**config.mk**
```make
export PLATFORM = sky130hd
export DESIGN_NAME = usb4_frac_clk_gen
export DESIGN_NICKNAME = d
export VERILOG_FILES = /design/src/rtl/usb4_frac_clk_gen.sv
export SDC_FILE = /design/constraint.sdc
export NUM_CORES = 1
export LEC_CHECK = 0
export BUFFER_PORTS_ARGS = -buffer_cell sky130_fd_sc_hd__buf_4
export CELL_PAD_IN_SITES_DETAIL_PLACEMENT = 0
export CELL_PAD_IN_SITES_GLOBAL_PLACEMENT = 1
export CORE_UTILIZATION = 30
export CTS_BUF_LIST = sky130_fd_sc_hd__clkbuf_2
export DETAILED_ROUTE_END_ITERATION = 7
export GPL_ROUTABILITY_DRIVEN = 1
export PLACE_DENSITY_LB_ADDON = 0.1
export SETUP_SLACK_MARGIN = 0.15
export SLEW_MARGIN = 10
export SYNTH_ARGS = -nofsm -noshare
export SYNTH_HDL_FRONTEND = slang
export SYNTH_SLANG_ARGS = --single-unit
```
**constraint.sdc**
```tcl
create_clock -name local_clk -period 5.77 [get_ports local_clk]
set_input_delay 0.8655 -clock local_clk [delete_from_list [all_inputs] [get_ports local_clk]]
set_output_delay 0.8655 -clock local_clk [all_outputs]
set_load 0.01 [all_outputs]
```
**src/rtl/usb4_frac_clk_gen.sv**
```systemverilog
// rtl/usb4_frac_clk_gen.sv - multi-channel fractional clock-enable generator
module usb4_frac_clk_gen #(
    parameter int NUM_CH = 4,
    parameter int CNT_W  = 16,
    parameter int FRAC_W = 8,
    localparam int CH_W  = (NUM_CH > 1) ? $clog2(NUM_CH) : 1
) (
    input  logic              local_clk,
    input  logic              rst,
    input  logic [NUM_CH-1:0] ch_en,
    input  logic              sync_i,
    input  logic              cfg_we,
    input  logic [CH_W-1:0]   cfg_ch,
    input  logic [CNT_W-1:0]  cfg_int,
    input  logic [FRAC_W-1:0] cfg_frac,
    output logic [NUM_CH-1:0] tick_o,
    output logic [NUM_CH-1:0] clk_o,
    output logic [NUM_CH-1:0] pending_o,
    output logic              cfg_err
);

    localparam logic [CNT_W:0]   ONE_P   = 1;
    localparam logic [CNT_W-1:0] ONE_INT = 1;

    logic [CNT_W-1:0]  act_int   [NUM_CH];
    logic [FRAC_W-1:0] act_frac  [NUM_CH];
    logic [CNT_W-1:0]  pend_int  [NUM_CH];
    logic [FRAC_W-1:0] pend_frac [NUM_CH];
    logic [CNT_W-1:0]  cnt       [NUM_CH];
    logic [FRAC_W-1:0] acc       [NUM_CH];
    logic [CNT_W:0]    per       [NUM_CH];
    logic [NUM_CH-1:0] pend;
    logic [NUM_CH-1:0] tick_q;
    logic [NUM_CH-1:0] clk_q;
    logic              err_q;

    logic              cfg_bad;
    logic [NUM_CH-1:0] wr_hit;
    logic [NUM_CH-1:0] terminal;
    logic [NUM_CH-1:0] apply;
    logic [CNT_W-1:0]  eff_int   [NUM_CH];
    logic [FRAC_W-1:0] eff_frac  [NUM_CH];
    logic [FRAC_W:0]   acc_sum   [NUM_CH];
    logic [CNT_W:0]    next_per  [NUM_CH];

    // Out-of-range channels are rejected before any array is indexed.
    always_comb begin
        cfg_bad = cfg_we && ((cfg_int == '0) || (int'(cfg_ch) >= NUM_CH));
        for (int i = 0; i < NUM_CH; i++) begin
            wr_hit[i]   = cfg_we && !cfg_bad && (int'(cfg_ch) == i);
            terminal[i] = ch_en[i] && ({1'b0, cnt[i]} == (per[i] - ONE_P));
            apply[i]    = pend[i] && (terminal[i] || !ch_en[i] || sync_i);
            eff_int[i]  = apply[i] ? pend_int[i]  : act_int[i];
            eff_frac[i] = apply[i] ? pend_frac[i] : act_frac[i];
            acc_sum[i]  = {1'b0, acc[i]} + {1'b0, eff_frac[i]};
            // Carry out of the phase accumulator stretches the next period by one cycle.
            next_per[i] = {1'b0, eff_int[i]} + {{CNT_W{1'b0}}, acc_sum[i][FRAC_W]};
        end
    end

    always_ff @(posedge local_clk) begin
        if (rst) begin
            for (int i = 0; i < NUM_CH; i++) begin
                act_int[i]   <= ONE_INT;
                act_frac[i]  <= '0;
                pend_int[i]  <= ONE_INT;
                pend_frac[i] <= '0;
                cnt[i]       <= '0;
                acc[i]       <= '0;
                per[i]       <= ONE_P;
            end
            pend   <= '0;
            tick_q <= '0;
            clk_q  <= '0;
            err_q  <= 1'b0;
        end else begin
            err_q <= cfg_bad;
            for (int i = 0; i < NUM_CH; i++) begin
                if (apply[i]) begin
                    act_int[i]  <= pend_int[i];
                    act_frac[i] <= pend_frac[i];
                    pend[i]     <= 1'b0;
                end
                // A write on the apply edge lands after the apply and keeps the flag set.
                if (wr_hit[i]) begin
                    pend_int[i]  <= cfg_int;
                    pend_frac[i] <= cfg_frac;
                    pend[i]      <= 1'b1;
                end

                if (!ch_en[i] || sync_i) begin
                    cnt[i]    <= '0;
                    acc[i]    <= '0;
                    per[i]    <= {1'b0, eff_int[i]};
                    tick_q[i] <= 1'b0;
                    clk_q[i]  <= 1'b0;
                end else if (terminal[i]) begin
                    cnt[i]    <= '0;
                    acc[i]    <= acc_sum[i][FRAC_W-1:0];
                    per[i]    <= next_per[i];
                    tick_q[i] <= 1'b1;
                    clk_q[i]  <= ~clk_q[i];
                end else begin
                    cnt[i]    <= cnt[i] + ONE_INT;
                    tick_q[i] <= 1'b0;
                end
            end
        end
    end

    assign tick_o    = tick_q;
    assign clk_o     = clk_q;
    assign pending_o = pend;
    assign cfg_err   = err_q;

endmodule
```
==> summary.md <==
| Metric | Value |
|---|---|
| Xor/xnor share of the synthesized area | 0.0798 |
| Worst path bufs/invs | 1 |
| Starting DRT DRC Count | 984 |
| Share of the synthesized area in the top cell type | 0.493 |
| Worst path slowest cell | or4_4 |
| Core area | a little over 0.07 mm^2 |
| Mapped cell area | ~0.022 mm^2 |
| Setup WS pre-CTS | -0.101 ns |
| Met2 wire len | 29.1 mm |
| CTS H-tree lvls | 3 |
| Crit share post-route | 0.982 |
| Rel. slew slack | 0.185 |
| Largest net degree at the start of global routing | 43 |
| Synth area leader | edfxtp_1 |
| EDFF count, synth | 356 |
| Hold Path Class | primary input to register |
| # DRC | 0 |
| Syn avg cell area | around 11 um^2 |
| Synthesis-stage register bit count | ~370 |
| Status | finished clean |
| Top Ports | 47 |
| Placed Cells incl. Taps | between 3k and 4k |
| Mux cell area share after synthesis | 0.0424 |
| Post-route cell area | approximately 0.026 mm^2 |
| Pwr/cell area | ~220 mW/mm^2 |
| Dpl hpwl | 43.8 mm |
| Cell Rows | 98 |
| Leakage | between 10 and 15 nW |
| Placer Congestion | 0.794 |
| CP Capture Type | register |
| First-pass GRT wire length | 97.5 mm |
| Kind of cell adding the most delay to the critical path | simple AND/OR/NAND/NOR gates |
| Vias in the first global route | 16.9k |
| Worst-margin pin slew | about 1.2 ns |
| Initial Util | 0.304 |
| Hold Startpoint | cfg_ch[0] |
| Die width | approximately 270 um |
| Number of port buffers | 46 |
| Clk sinks | 369 |
| Layout net count | roughly 2.5k |
| Top-count cell post-synth | edfxtp_1 |
| Final setup fails | 0 |
| Adder-Cell Fraction of Synth Area | 0.0314 |
| Routed vias | around 17k |
| RSZ-0062 raised after global routing | yes |
| RR Startpoint | per[3][7] |
| Slew Limit Fails | 0 |
| Util after Layout | 0.370 |
| Final count of hold timing violations | 0 |
| Main synth FF type | edfxtp_1 |
| Largest family of logic cells by synthesized area | simple AND/OR/NAND/NOR gates |
| Critical Path Source | per[3][7] |
| Die Height | 271 um |
| Top sig layer | met5 |
| Clock skew | between 0.1 and 0.15 ns |
| Die Area | approximately 0.073 mm^2 |
| Final setup TNS | 0 ns |
| Final wirelength | 63.2 mm |
| Critical Path, Cell by Cell | or4_4 -> nor4b_4 -> xnor2_2 -> or4_4 -> or4_4 -> o21ai_4 -> nand2_4 -> mux2_4 -> ha_4 -> inv_2 -> fa_2 -> nor2b_2 -> o21ai_1 -> nand2b_1 -> a21oi_1 -> o21bai_1 -> a21o_1 -> a21o_1 -> ha_4 -> ha_4 -> nand2_4 -> or4b_4 -> a221oi_2 |
| Maximum vdd drop | 139 uV |
| CP Launch Type | register |
| Clock Latency Late Sink | 1.16 ns |
| Initial antenna violation count | 14 |
| Fraction of layout instances using a drive strength above 1 | 0.233 |
| Setup slack, reg-to-reg | 0.11 ns |
| Met1 wire length | ~29 mm |
| Ranking of synthesized cells by area | edfxtp_1 49%, and2_1 5.0%, xnor2_1 4.6%, xor2_1 3.3%, nor2_1 3.0% |
| Critical-path maximum fanout | 6 |
| Root buffer cell | clkbuf_2 |
| Clock-pin transition on the worst setup and hold timing paths | 0.10 ns |
| Final Critical Period | 5.66 ns |
| CTS buffer count | 105 |
| Synth Area in Compound Gates | 0.0837 |
| Commonest cells in the netlist | 356 x edfxtp_1, 173 x nor2_1, 172 x and2_1, 156 x nand2_1, 114 x xnor2_1 |
| Clock buffer depth | 3 |
| Via density | between 4 and 5 |
| Max Freq | around 180 MHz |
| Simple-Gate Fraction of Synth Area | 0.235 |
| CTS tree | built |
| Layout Cells excl Fill | 3,404 |
| Data arrival, critical path | 6.61 ns |
| DRT Pass-1 Iters | 5 |
| Global-route usage over all layers | 0.171 |
| Gr ovfl total | 0 |
| Met3 wire length | roughly 3.2 mm |
| Distinct cells, synth | 89 |
| YS warnings | 0 |
| Routed Antenna Nets | 0 |
| Cells after Synth | slightly above 2k |
| Max Cap Violations | 0 |
| Critical path class | register to register |
| Setup ws final | roughly 0.11 ns |
| Area delta synth->final | 21.9% |
| Drt wl/cell | ~19 um |
| Largest stage delay on the critical path | 0.58 ns |
| Cell Area, Placed | 0.0241 mm^2 |
| Critical Path RT | 6.71 ns |
| FFs w/ async S/R, synth | 0 |
| Sequential area share after synthesis | 0.505 |
layer usage:
metal,GRT usage,up-vias
met1,0.225,8172
li1,-,8180
met4,0.0684,6
met5,0,-
met2,0.275,398
met3,0.0304,142
per-stage QoR:
stage	total power, mW	hold slack [ns]
floorplan	3.67	0.505
global placement	3.95	0.522
detailed placement	3.95	0.531
CTS	6.03	0.0526
global route	6.27	0.0599
finish	5.93	0.206
worst register-to-register path: stages, from the launching register on:
cell and delay, ns:
edfxtp_1 0.41, or4_4 0.58, nor4b_4 0.32, xnor2_2 0.11
or4_4 0.43, or4_4 0.46, o21ai_4 0.18, nand2_4 0.09
mux2_4 0.22, ha_4 0.12, inv_2 0.03, fa_2 0.34
nor2b_2 0.14, o21ai_1 0.07, nand2b_1 0.09, a21oi_1 0.07
o21bai_1 0.20, a21o_1 0.14, a21o_1 0.18, ha_4 0.20
ha_4 0.21, nand2_4 0.06, or4b_4 0.51, a221oi_2 0.27
where the power goes:
group / switching [mW] / internal (mW) / total, mW
registers: 0.151 / 3.09 / 3.24
clock network: 1.21 / 0.736 / 1.95
logic: 0.416 / 0.328 / 0.744
worst paths after layout:
kind	cells after the start	endpoint
worst max-delay path	23	per[3][16]
worst min-delay path	3	pend_int[2][0]
worst max register to register	23	per[3][16]
worst min register to register	1	act_frac[3][1]
final cells by class:
class	count	area (um^2)
clock buffers	158	791
inverters	49	184
repair buffers	243	1990
diodes	3	7.51
clock inverters	31	138
multi-input cells	1601	11200
flip-flops and latches	369	11000
fillers	7215	45000
well taps	950	1190
sequential cells by signal, summed over array words and instances (netlist names):
name / flops
acc: 32
pend_int: 64
clk_o: 4
tick_o: 4
act_int: 64
pend_frac: 32
per: 68
pending_o: 4
cfg_err: 1
act_frac: 32
cnt: 64
cells in the final DEF, fill, tap and decap left out, types with 10 or more instances in the layout:
cell and count:
nor4_1 24, or3_1 16, dlygate4sd3_1 27, xor2_1 81, a21o_1 11, nor3b_1 11
o21bai_1 18, or2_2 15, dfxtp_1 13, conb_1 64, mux2i_1 47, mux2_2 33
clkinv_1 24, nand2b_1 24, edfxtp_1 356, or4_4 10, nor3_1 63, a211oi_1 10
inv_1 46, nor2_2 10, o22ai_1 17, nand2_1 150, nand3_1 78, a21oi_1 50
nor2_1 163, and4_1 10, nand4_1 40, buf_4 193, ha_1 39, o21ai_0 18
and3_1 73, clkbuf_2 158, and2_1 171, xnor2_1 111, buf_6 20
cell families after synthesis:
logic type | Yosys count
simple gates | 948
flops | 369
compound gates | 255
xor+xnor | 196
buf+inv | 126
mux | 86
fa+ha+maj | 52
other cells | 1
repair_timing:
action / in CTS / in global routing
endpoints found under the setup margin: 31 / 55
buffers inserted: 47 / 23
hold buffers: 27 / 0
pin swaps: 18 / 46
resized for setup: 35 / 98
gates cloned: 0 / 1
hold endpoints to repair: 64 / 0
(Power assumes the default switching activity.)
